--- config.mk ---
export PLATFORM = sky130hd
export DESIGN_NAME = uart_tx_ctrl
export DESIGN_NICKNAME = d
export VERILOG_FILES = /design/src/rtl/uart_tx_pkg.sv /design/src/rtl/uart_tx_parity_calc.sv /design/src/rtl/uart_tx_ctrl.sv
export SDC_FILE = /design/constraint.sdc
export NUM_CORES = 1
export LEC_CHECK = 0
export BUFFER_PORTS_ARGS = -buffer_cell sky130_fd_sc_hd__buf_2
export CAP_MARGIN = 20
export CORE_AREA = 10 10 47 49
export DETAILED_ROUTE_END_ITERATION = 10
export DIE_AREA = 0 0 57 59
export PLACE_DENSITY = 0.64
export SYNTH_ARGS = -nofsm -noshare
export SYNTH_HDL_FRONTEND = slang
export SYNTH_HIERARCHICAL = 1
export SYNTH_SLANG_ARGS = --single-unit
export TNS_END_PERCENT = 1
--- constraint.sdc ---
create_clock -name clk -period 1.65 [get_ports clk]
set_clock_uncertainty 0.2 [all_clocks]
set_input_delay 0.165 -clock clk [delete_from_list [all_inputs] [get_ports clk]]
set_output_delay 0.165 -clock clk [all_outputs]
set_load 0.01 [all_outputs]
--- src/rtl/uart_tx_pkg.sv ---
// Shared types and constants for the UART transmit frame sequencer.
// Holds the FSM state encoding, the line-mux select codes and the
// state-to-select decode used by uart_tx_ctrl.
package uart_tx_pkg;

  typedef enum logic [2:0] {
    IDLE   = 3'd0,
    START  = 3'd1,
    DATA   = 3'd2,
    PARITY = 3'd3,
    STOP   = 3'd4
  } state_t;

  typedef logic [1:0] mux_sel_t;

  localparam mux_sel_t MUX_START = 2'd0;  // line driven low for the start bit
  localparam mux_sel_t MUX_STOP  = 2'd1;  // line driven high (idle and stop bits)
  localparam mux_sel_t MUX_SER   = 2'd2;  // line follows the serializer bit
  localparam mux_sel_t MUX_PAR   = 2'd3;  // line carries the latched parity bit

  // Map a frame state to the line source it selects.
  function automatic mux_sel_t mux_sel(input state_t s);
    case (s)
      START:   return MUX_START;
      DATA:    return MUX_SER;
      PARITY:  return MUX_PAR;
      default: return MUX_STOP;
    endcase
  endfunction

endpackage

--- src/rtl/uart_tx_parity_calc.sv ---
// Combinational parity generator: XOR of the payload folded with the
// parity type (0 = even, 1 = odd). The result is registered by the parent.
module uart_tx_parity_calc (
  input  logic [7:0] data,
  input  logic       par_typ,
  output logic       par_bit
);

  // Reduction XOR gives 1 for an odd count of ones; odd parity inverts it.
  assign par_bit = (^data) ^ par_typ;

endmodule

--- src/rtl/uart_tx_ctrl.sv ---
// UART transmit frame sequencer. Sits between the host interface and the
// serializer: accepts one byte per DATA_VALID pulse, enables the serializer,
// and drives the registered serial line with start, data, optional parity
// and stop bits. Reports busy for the whole frame.
// Optional feature: define UART_TX_PARITY_EN to add the PAR_EN/PAR_TYP ports,
// the parity latch and the PARITY state.
module uart_tx_ctrl
  import uart_tx_pkg::*;
#(
  parameter int DATA_WIDTH = 8,
  parameter int STOP_BITS  = 1
) (
  input  logic                  clk,
  input  logic                  rst,
  input  logic [DATA_WIDTH-1:0] P_DATA,
  input  logic                  DATA_VALID,
`ifdef UART_TX_PARITY_EN
  input  logic                  PAR_EN,
  input  logic                  PAR_TYP,
`endif
  input  logic                  ser_data,
  input  logic                  ser_done,
  output logic                  ser_en,
  output logic                  TX_OUT,
  output logic                  busy
);

  localparam logic [1:0] STOP_LAST = 2'(STOP_BITS - 1);

  state_t     state_q, state_d;
  logic [1:0] stop_cnt_q, stop_cnt_d;
  logic       ser_en_q, ser_en_d;
  logic       busy_q, busy_d;
  logic       tx_out_q, tx_out_d;
  logic       last_stop;
  logic       accept;

`ifdef UART_TX_PARITY_EN
  logic par_en_q, par_en_d;
  logic par_bit_q, par_bit_d;
  logic par_calc;

  uart_tx_parity_calc u_parity_calc (
    .data    (P_DATA),
    .par_typ (PAR_TYP),
    .par_bit (par_calc)
  );
`endif

  assign last_stop = (stop_cnt_q == STOP_LAST);
  // A request is taken only from IDLE or on the final stop cycle; no queueing.
  assign accept    = DATA_VALID && ((state_q == IDLE) || ((state_q == STOP) && last_stop));

  // Next-state, stop counter, registered-output and parity-latch logic.
  always_comb begin
    // NOTE: every output gets a default first so no path can infer a latch.
    state_d    = state_q;
    stop_cnt_d = stop_cnt_q;
    case (state_q)
      IDLE:   if (DATA_VALID) state_d = START;
      START:  state_d = DATA;
      DATA: begin
        if (ser_done) begin
`ifdef UART_TX_PARITY_EN
          state_d = par_en_q ? PARITY : STOP;
`else
          state_d = STOP;
`endif
        end
      end
      PARITY: state_d = STOP;
      STOP: begin
        if (last_stop) begin
          stop_cnt_d = 2'd0;
          state_d    = DATA_VALID ? START : IDLE;
        end else begin
          stop_cnt_d = stop_cnt_q + 2'd1;
        end
      end
      default: state_d = IDLE;
    endcase

    // Outputs are registered from the next state so they align with state_q.
    ser_en_d = (state_d == START) || (state_d == DATA);
    busy_d   = (state_d != IDLE);

    // Line mux is registered from the current state: TX_OUT lags by one cycle.
    case (mux_sel(state_q))
      MUX_START: tx_out_d = 1'b0;
      MUX_SER:   tx_out_d = ser_data;
`ifdef UART_TX_PARITY_EN
      MUX_PAR:   tx_out_d = par_bit_q;
`endif
      default:   tx_out_d = 1'b1;
    endcase

`ifdef UART_TX_PARITY_EN
    par_en_d  = par_en_q;
    par_bit_d = par_bit_q;
    if (accept) begin
      par_en_d  = PAR_EN;
      par_bit_d = par_calc;
    end
`endif
  end

  // Frame FSM with its registered outputs; async reset aborts any frame.
  always_ff @(posedge clk or negedge rst) begin
    if (!rst) begin
      state_q    <= IDLE;
      stop_cnt_q <= 2'd0;
      ser_en_q   <= 1'b0;
      busy_q     <= 1'b0;
      tx_out_q   <= 1'b1;
`ifdef UART_TX_PARITY_EN
      par_en_q   <= 1'b0;
      par_bit_q  <= 1'b0;
`endif
    end else begin
      // NOTE: non-blocking assignments so all flops update from pre-edge values.
      state_q    <= state_d;
      stop_cnt_q <= stop_cnt_d;
      ser_en_q   <= ser_en_d;
      busy_q     <= busy_d;
      tx_out_q   <= tx_out_d;
`ifdef UART_TX_PARITY_EN
      par_en_q   <= par_en_d;
      par_bit_q  <= par_bit_d;
`endif
    end
  end

  assign ser_en = ser_en_q;
  assign busy   = busy_q;
  assign TX_OUT = tx_out_q;

endmodule

==> results of run 1 <==
-- sequential cells by signal (all words and copies together) (netlist names) --
signal,flops
state_q,3
busy,1
TX_OUT,1
stop_cnt_q,2
ser_en,1
-- routing by layer --
layer  vias to the layer above  GRT usage, %  share of wire, %  wire length, um
met4                         0          3.02                 0                0
li1                        151             -                 -                -
met1                       139          4.47                45              303
met2                         4          7.75                50              337
met5                         -             0                 0                0
met3                         0          4.08               5.0               34
-- path summary, 6_finish.rpt --
path / startpoint / to / slack, ps / depth (start not counted)
max: ser_done / ser_en / 220 / 4
max in group asynchronous: rst / TX_OUT / 940 / 2
min in group clk: stop_cnt_q[0] / stop_cnt_q[0] / 290 / 1
max reg2reg: state_q[0] / ser_en / 230 / 2
min reg2reg: stop_cnt_q[0] / stop_cnt_q[0] / 290 / 1
min: rst / state_q[0] / 70 / 2
-- layout by cell type (no fill, tap or decap) --
cell type	n
o32ai_1	1
dfstp_2	1
nand4bb_1	1
a31oi_1	1
nand2b_1	2
inv_1	3
nor2b_1	1
clkbuf_1	1
ha_1	2
buf_4	1
buf_2	7
o21ba_1	1
o311ai_1	1
nor3b_1	2
dlygate4sd3_1	4
o21a_1	1
nor3b_2	1
o21bai_1	1
and3_1	1
nor2_1	3
clkbuf_4	3
dfrtp_1	7
or4b_1	1
mux2_1	2
-- metrics by stage --
step,instances,setup slack (ps),hold WS (ps)
after floorplan,35,285,-331
after global placement,57,232,-182
after detailed placement,57,229,-184
after CTS,65,214,72.1
after global routing,65,127,91.3
final,65,222,72.2
-- logic make-up (layout without fill, tap and decap cells) --
family,after synthesis,after routing,synth area share [%]
and+or+nand+nor,12,12,20.8
DFF,8,8,49.2
AOI/OAI and AO/OA,6,6,11.9
buffers and inverters,5,19,6.42
adders and majority gates,2,2,6.12
muxes,2,2,5.50
-- power by group through the flow --
stage	logic, mW	registers (mW)	clock network (mW)
2_1_floorplan	0.177	0.313	0
3_3_place_gp	0.233	0.317	0
3_5_place_dp	0.234	0.320	0
4_1_cts	0.243	0.315	0.170
5_1_grt	0.275	0.327	0.184
6_report	0.238	0.314	0.159
-- cell type report --
cell class,instances,area [um^2],area share (%)
flip-flops and latches,8,201,38.5
multi-input cells,22,181,34.7
repair buffers,12,82.6,15.8
clock buffers,4,26.3,5.02
well taps,16,20.0,3.83
inverters,3,11.3,2.15
-- repair_timing --
action | CTS | global route
hold endpoints to repair | 12 | 0
hold buffers | 4 | 0
setup endpoints to repair | 0 | 0
-- critical path: stages --
cell and delay [ps]:
dlygate4sd3_1 530, buf_2 130, or4b_1 460, o311ai_1 90
==> flow_summary.yaml, run 1 <==
outcome:
  status: "finished, final reports clean"
clocking:
  cts_sinks: 8
  root_buffer: "clkbuf_4"
  h-tree-depth: 1
  clockBufferDepth: 2
  post-cts-setup-buffers: 0
  cts_buffers: 3
  clock_latency_ps: 250
  cts_tree: "built"
  post_cts_resized: 0
  path_clk_slew_ps: 60
routing:
  vias: 294
  via_per_inst: 4.52
  drt_pass1_iterations: 3
  finalWirelength_um: 675
  wire_per_inst_um: 10.4
  remaining_drc_errors: 0
  drt_iter0_markers: 6
  ant_nets: 0
critical_path:
  worstPathRequired_ps: 1600
  critPathKind: "primary input to flip-flop"
  cp-start-kind: "primary input"
  worst_setup_path_end_kind: "flip-flop"
  cp.arrival_ps: 1380
  cp_max_fo: 3
global_routing:
  grt-ovfl-total: 0
  grt_use_total_pct: 5.00
  antenna_found_initial: 0
  grt_pass1_wl_um: 1290
  grt_max_degree: 12
  grt_pass1_vias: 324
finish:
  layout-drive-gt1-share_pct: 26.5
  post-route-util_pct: 37.3
  antenna_cells: 0
  nets: 65
  fillCellCount: 153
  area_growth_pct: 27.8
  fin_area_um2: 523
sta:
  setup_violations: 0
  fmax_mhz: 700
  period_minus_slack_ps: 1430
  rsz0062_at_grt: "false"
  hold_viol: 0
  fin_crit_sh_pct: 86.5
  slew_violations: 0
  tightest_slew_ps: 324
  relSlewSlack_pct: 78.4
  setup-tns-final_ps: 0
pwr:
  p_leak_nw: 0.238
  p_comb_share_pct: 33.5
  power_frac_seq_pct: 44.2
  p_int_mw: 0.490
  power.total_mw: 0.711
  clkPwrFrac_pct: 22.3
  p_sw_share_pct: 31.0
  vdd_drop_max_v: 0.000531
  power.density_mw_per_mm2: 1360
  p_switching_mw: 0.221
logic_synthesis:
  yosysMostFrequentCell: "dfrtp_1"
  synthTopCellsByCount: "7 x dfrtp_1, 3 x inv_1, 3 x nor2_1"
  synthTopCellsByArea: "dfrtp_1 43%, dfstp_2 6.4%, ha_1 6.1%"
  yosysTopAreaCellShare_pct: 42.8
  avgSynthCellArea_um2: 11.7
  yosys_register_bits: 8
  yosys_most_used_dff: "dfrtp_1"
  syn-num-nets: 50
  synth-seq-area-share_pct: 49.2
  synth-async-reset-ratio_pct: 100
  synth_warnings: 6
  ys_types: 20
  syn-cell-area_um2: 409
  synthCells: 35
  synth_edf_count: 0
  synth_top_area_cell: "dfrtp_1"
floorplanning:
  std_cell_rows: 14
  pin_count: 16
  start_util_pct: 29.2
  die_x_um: 57
  die_y_um: 59
  dieArea_mm2: 0.00336
  core_area_mm2: 0.00140
place:
  place_area_um2: 457
  portBuffers: 7
  hpwlAfterDp_um: 517
  gp_congestion: 0.672
run:
  maxCapViolCount: 0
worst_hold_path:
  worstHoldPathType: "primary input to asynchronous set/reset pin"
Note: power is estimated with default switching activity, not from simulation.
==> inputs of run 2 (changes only) <==
Settings changed: SETUP_SLACK_MARGIN from default to 0.2, SYNTH_HIERARCHICAL 1 to default.
==> run 2 against run 1 <==
Worst hold slack got worse by 2.2 ps; maximum frequency shrank 0.26%; die area unchanged; critical path depth is the same; synthesized cell count unchanged; register-to-register slack gained 20 ps; largest cell class unchanged; clock power about the same; via count is 0.68% higher; first-iteration DRC count is 33% lower; flip-flop and latch count unchanged; worst setup slack got worse by 3.7 ps.
==> flow_summary.yaml, run 2 <==
outcome:
  status: "finished, final reports clean"
sta:
  whs_ps: 70.0
  slew_violations: 0
  hold_viol: 0
  fmax_mhz: 699
  period_minus_slack_ps: 1430
  fin_crit_sh_pct: 86.8
  relSlewSlack_pct: 86.4
  tightest_slew_ps: 203
  rsz0062_at_grt: "true"
  setup-tns-final_ps: 0
  setup_violations: 0
global_routing:
  grt-ovfl-total: 0
  antenna_found_initial: 0
  grt_use_total_pct: 5.00
  grt_pass1_wl_um: 1290
  grt_pass1_vias: 324
  grt_max_degree: 12
floorplanning:
  die_x_um: 57
  pin_count: 16
  dieArea_mm2: 0.00336
  die_y_um: 59
  std_cell_rows: 14
  core_area_mm2: 0.00140
  start_util_pct: 29.2
critical_path:
  rr_worst_depth: 2
  worstPathRequired_ps: 1610
  reg2reg_to: "ser_en"
  cp_num_buf_inv: 2
  crit_family: "buffers and inverters"
  rr_startpoint: "state_q[0]"
  crit_end: "ser_en"
  crit_chain: "dlygate4sd3_1, buf_2, or4b_4, o311ai_4"
  worst_setup_path_end_kind: "flip-flop"
  crit_cells: 4
  cp-start-kind: "primary input"
  cp-startpoint: "ser_done"
  critPathKind: "primary input to flip-flop"
  max_stage_delay_ps: 530
  cpMaxStageDelayCell: "dlygate4sd3_1"
  cp.arrival_ps: 1390
  r2r_setup_slack_ps: 250
  cp_max_fo: 3
routing:
  ant_nets: 0
  finalWirelength_um: 703
  via_per_inst: 4.55
  drt_pass1_iterations: 2
  remaining_drc_errors: 0
  vias: 296
  wire_per_inst_um: 10.8
  drt_iter0_markers: 4
finish:
  antenna_cells: 0
  layout-drive-gt1-share_pct: 34.7
  reg.largest.list: "state_q (3), stop_cnt_q (2)"
  area_growth_pct: 33.6
  regMostFlops: "state_q"
  final_common_cell: "buf_2"
  fin_area_um2: 547
  nets: 65
  mostFrequentLayoutCells: "7 x buf_2, 5 x dfrtp_1, 4 x dlygate4sd3_1"
  largest_reg_flops: 3
logic_synthesis:
  synth_top_area_cell: "dfrtp_1"
  ys_types: 20
  yosysTopAreaCellShare_pct: 42.8
  syn-num-nets: 50
  syn-cell-area_um2: 409
  synth_warnings: 0
  avgSynthCellArea_um2: 11.7
  yosys_register_bits: 8
  synth-seq-area-share_pct: 49.2
  synthTopCellsByCount: "7 x dfrtp_1, 3 x inv_1, 3 x nor2_1"
  synthCells: 35
  synth-async-reset-ratio_pct: 100
  yosysMostFrequentCell: "dfrtp_1"
  synth_edf_count: 0
  synthTopCellsByArea: "dfrtp_1 43%, dfstp_2 6.4%, ha_1 6.1%"
  yosys_most_used_dff: "dfrtp_1"
pwr:
  p_leak_nw: 0.240
  power.density_mw_per_mm2: 1400
  vdd_drop_max_v: 0.000578
  power.total_mw: 0.765
clocking:
  post-cts-setup-buffers: 0
  root_buffer: "clkbuf_4"
  clock_latency_ps: 250
  clockBufferDepth: 2
  path_clk_slew_ps: 60
  cts_buffers: 3
  cts_sinks: 8
  cts_tree: "built"
  h-tree-depth: 1
place:
  hpwlAfterDp_um: 517
  portBuffers: 7
  place_area_um2: 457
  gp_congestion: 0.672
run:
  maxCapViolCount: 0
worst_hold_path:
  worstHoldPathType: "primary input to asynchronous set/reset pin"
-- run 2: layout make-up --
| class | instances | area (um^2) |
|---|---|---|
| Fill cell | 149 | 855 |
| Sequential cell | 8 | 204 |
| Multi-Input combinational cell | 22 | 203 |
| Timing Repair Buffer | 12 | 82.6 |
| Clock buffer | 4 | 26.3 |
| Tap cell | 16 | 20.0 |
| Inverter | 3 | 11.3 |
-- run 2: metal layers --
| metal | GRT usage [%] | part of all wire [%] | vias up |
|---|---|---|---|
| met5 | 0 | 0 | - |
| met4 | 3.02 | 0 | 0 |
| met3 | 4.08 | 6.1 | 0 |
| met2 | 7.75 | 48 | 8 |
| met1 | 4.47 | 46 | 137 |
| li1 | - | - | 151 |
-- run 2: kinds of logic after synthesis --
family          share of synthesized area, %
simple gates                            20.8
flops                                   49.2
compound gates                          11.9
buf+inv                                 6.42
mux                                     5.50
fa+ha+maj                               6.12
-- run 2: worst reg2reg max path, delay by kind of cell, from the launching register on --
family	cells	cell delay (ps)
DFF	1	480
and+or+nand+nor	1	560
AOI/OAI and AO/OA	1	70
-- run 2: per-stage QoR --
step / util [%] / setup WS (ps) / instances
final: 39.0 / 219 / 65
after global routing: 39.0 / 186 / 65
after CTS: 37.3 / 214 / 65
after detailed placement: 32.6 / 229 / 57
after global placement: 32.6 / 232 / 57
after floorplan: - / 285 / 35
-- run 2: report_power, final --
group	internal, mW	switching [mW]
combinational	0.158	0.122
clock	0.0926	0.0682
sequential	0.269	0.0556
-- run 2: repair_timing --
item	CTS	global route
hold endpoints to repair	12	0
hold buffers	4	0
gates resized for setup	0	5
endpoints found under the setup margin	0	3
-- run 2: worst min path at each step --
stage	from	to	slack (ps)	cells past startpoint
detailed placement	rst	stop_cnt_q[1]	-180	1
global placement	rst	stop_cnt_q[1]	-180	1
global route	rst	busy	90	2
finish	rst	busy	70	2
CTS	rst	ser_en	70	2
floorplan	rst	busy	-330	0
==> inputs of run 3 (changes only) <==
Clock period 1.65 ns to 1.6 ns, I/O delays scaled along.
==> run 3 against run 2 <==
Clock power increased by 4%; via count increased by 7.4%; largest cell class unchanged; final area decreased by 1.4%; wire length increased by 4.7%; final cell count increased by 1.5%; power increased by 0.29%; die area unchanged; worst hold slack got worse by 27 ps; flip-flop and latch count unchanged; critical path depth decreased by 2.
==> flow_summary.yaml, run 3 (same netlist as run 2, synthesis figures left out) <==
outcome:
  status: "finished, final reports clean"
sta:
  tightest_slew_ps: 282
  fmax_mhz: 723
  hold_viol: 0
  setup_violations: 0
  rsz0062_at_grt: "true"
  slew_violations: 0
  period_minus_slack_ps: 1380
  relSlewSlack_pct: 80.9
  setup-tns-final_ps: 0
  setup_slack_ps: 216
  fin_crit_sh_pct: 86.5
pwr:
  power_frac_seq_pct: 40.7
  p_switching_mw: 0.245
  vdd_drop_max_v: 0.000610
  p_sw_share_pct: 32.0
  p_int_mw: 0.522
  power.density_mw_per_mm2: 1420
  clkPwrFrac_pct: 21.9
  p_comb_share_pct: 37.3
  p_leak_nw: 0.244
critical_path:
  rr_worst_depth: 2
  crit_end: "ser_en"
  rr_startpoint: "state_q[2]"
  cp-startpoint: "state_q[2]"
  worstPathRequired_ps: 1540
  r2r_setup_slack_ps: 220
  critPathKind: "flip-flop to flip-flop"
  cp_max_fo: 8
  crit_cells: 2
  cp-start-kind: "flip-flop"
  worst_setup_path_end_kind: "flip-flop"
  reg2reg_to: "ser_en"
  crit_family: "simple AND/OR/NAND/NOR gates"
  cp.arrival_ps: 1320
  cp_num_buf_inv: 0
  cpMaxStageDelayCell: "or4b_1"
  max_stage_delay_ps: 530
  crit_chain: "or4b_1, o311ai_1"
routing:
  drt_iter0_markers: 4
  remaining_drc_errors: 0
  drt_pass1_iterations: 4
  finalWirelength_um: 736
  ant_nets: 0
  vias: 318
  via_per_inst: 4.82
  wire_per_inst_um: 11.2
floorplanning:
  std_cell_rows: 14
  pin_count: 16
  die_y_um: 59
  core_area_mm2: 0.00140
  dieArea_mm2: 0.00336
  start_util_pct: 29.2
  die_x_um: 57
global_routing:
  grt_max_degree: 10
  grt_use_total_pct: 4.86
  grt_pass1_wl_um: 1310
  grt_pass1_vias: 335
  grt-ovfl-total: 0
  antenna_found_initial: 0
finish:
  final_common_cell: "buf_2"
  mostFrequentLayoutCells: "7 x buf_2, 6 x dfrtp_1, 4 x dlygate4sd3_1"
  area_growth_pct: 31.8
  layout-drive-gt1-share_pct: 32.0
  antenna_cells: 0
  regMostFlops: "state_q"
  largest_reg_flops: 3
  nets: 66
  reg.largest.list: "state_q (3), stop_cnt_q (2)"
worst_hold_path:
  worstHoldPathType: "primary input to flip-flop"
  min_from: "ser_done"
run:
  maxCapViolCount: 0
clocking:
  post-cts-setup-buffers: 0
  clock_latency_ps: 250
  cts_tree: "built"
  clockBufferDepth: 2
  h-tree-depth: 1
  cts_buffers: 3
  root_buffer: "clkbuf_4"
  cts_sinks: 8
  path_clk_slew_ps: 60
place:
  portBuffers: 7
  gp_congestion: 0.682
  hpwlAfterDp_um: 562
  dp_slack_ps: 224
[run 3: through the flow]
step	std cells	instance area, um^2	total power [mW]	hold WS (ps)	util, %
finish	66	539	0.767	43.4	38.5
global route	66	539	0.830	46.6	38.5
CTS	66	531	0.766	40.9	37.9
detailed placement	58	464	0.588	-185	33.1
global placement	58	464	0.581	-184	33.1
floorplan	35	409	0.506	-336	-
[run 3: timing repair]
item / in CTS / in global routing
resized for setup: 0 / 2
hold buffers: 4 / 0
setup endpoints to repair: 0 / 4
endpoints found under the hold margin: 12 / 0
[run 3: area by class of cell]
type,instances,area (um^2)
Fill cell,150,862
Inverter,3,11.3
Clock buffer,4,26.3
Timing Repair Buffer,13,90.1
Multi-Input combinational cell,22,189
Sequential cell,8,203
Tap cell,16,20.0
[run 3: metal layers]
metal	GRT usage, %	wire (um)
met1	3.85	291
met2	8.68	368
met3	3.86	70
met4	2.01	6
met5	0	0
[run 3: worst min-delay path, delay by kind of cell]
| kind | cells | cell delay, ps |
|---|---|---|
| buffers and inverters | 1 | 100 |
| AND/OR/NAND/NOR | 1 | 50 |
| AO/OA/AOI/OAI | 1 | 160 |
[run 3: worst min path at each step]
stage | endpoint | slack [ps] | depth (start not counted)
finish | state_q[1] | 40 | 3
global placement | stop_cnt_q[1] | -180 | 1
floorplan | busy | -340 | 0
detailed placement | stop_cnt_q[1] | -190 | 1
CTS | state_q[1] | 40 | 3
global route | state_q[1] | 50 | 3
[run 3: power groups by stage]
| stage | Sequential, mW | Clock (mW) | Combinational [mW] |
|---|---|---|---|
| after global placement | 0.314 | 0 | 0.266 |
| after CTS | 0.312 | 0.174 | 0.280 |
| after floorplan | 0.323 | 0 | 0.183 |
| after detailed placement | 0.316 | 0 | 0.271 |
| final | 0.312 | 0.168 | 0.287 |
| after global routing | 0.324 | 0.189 | 0.317 |
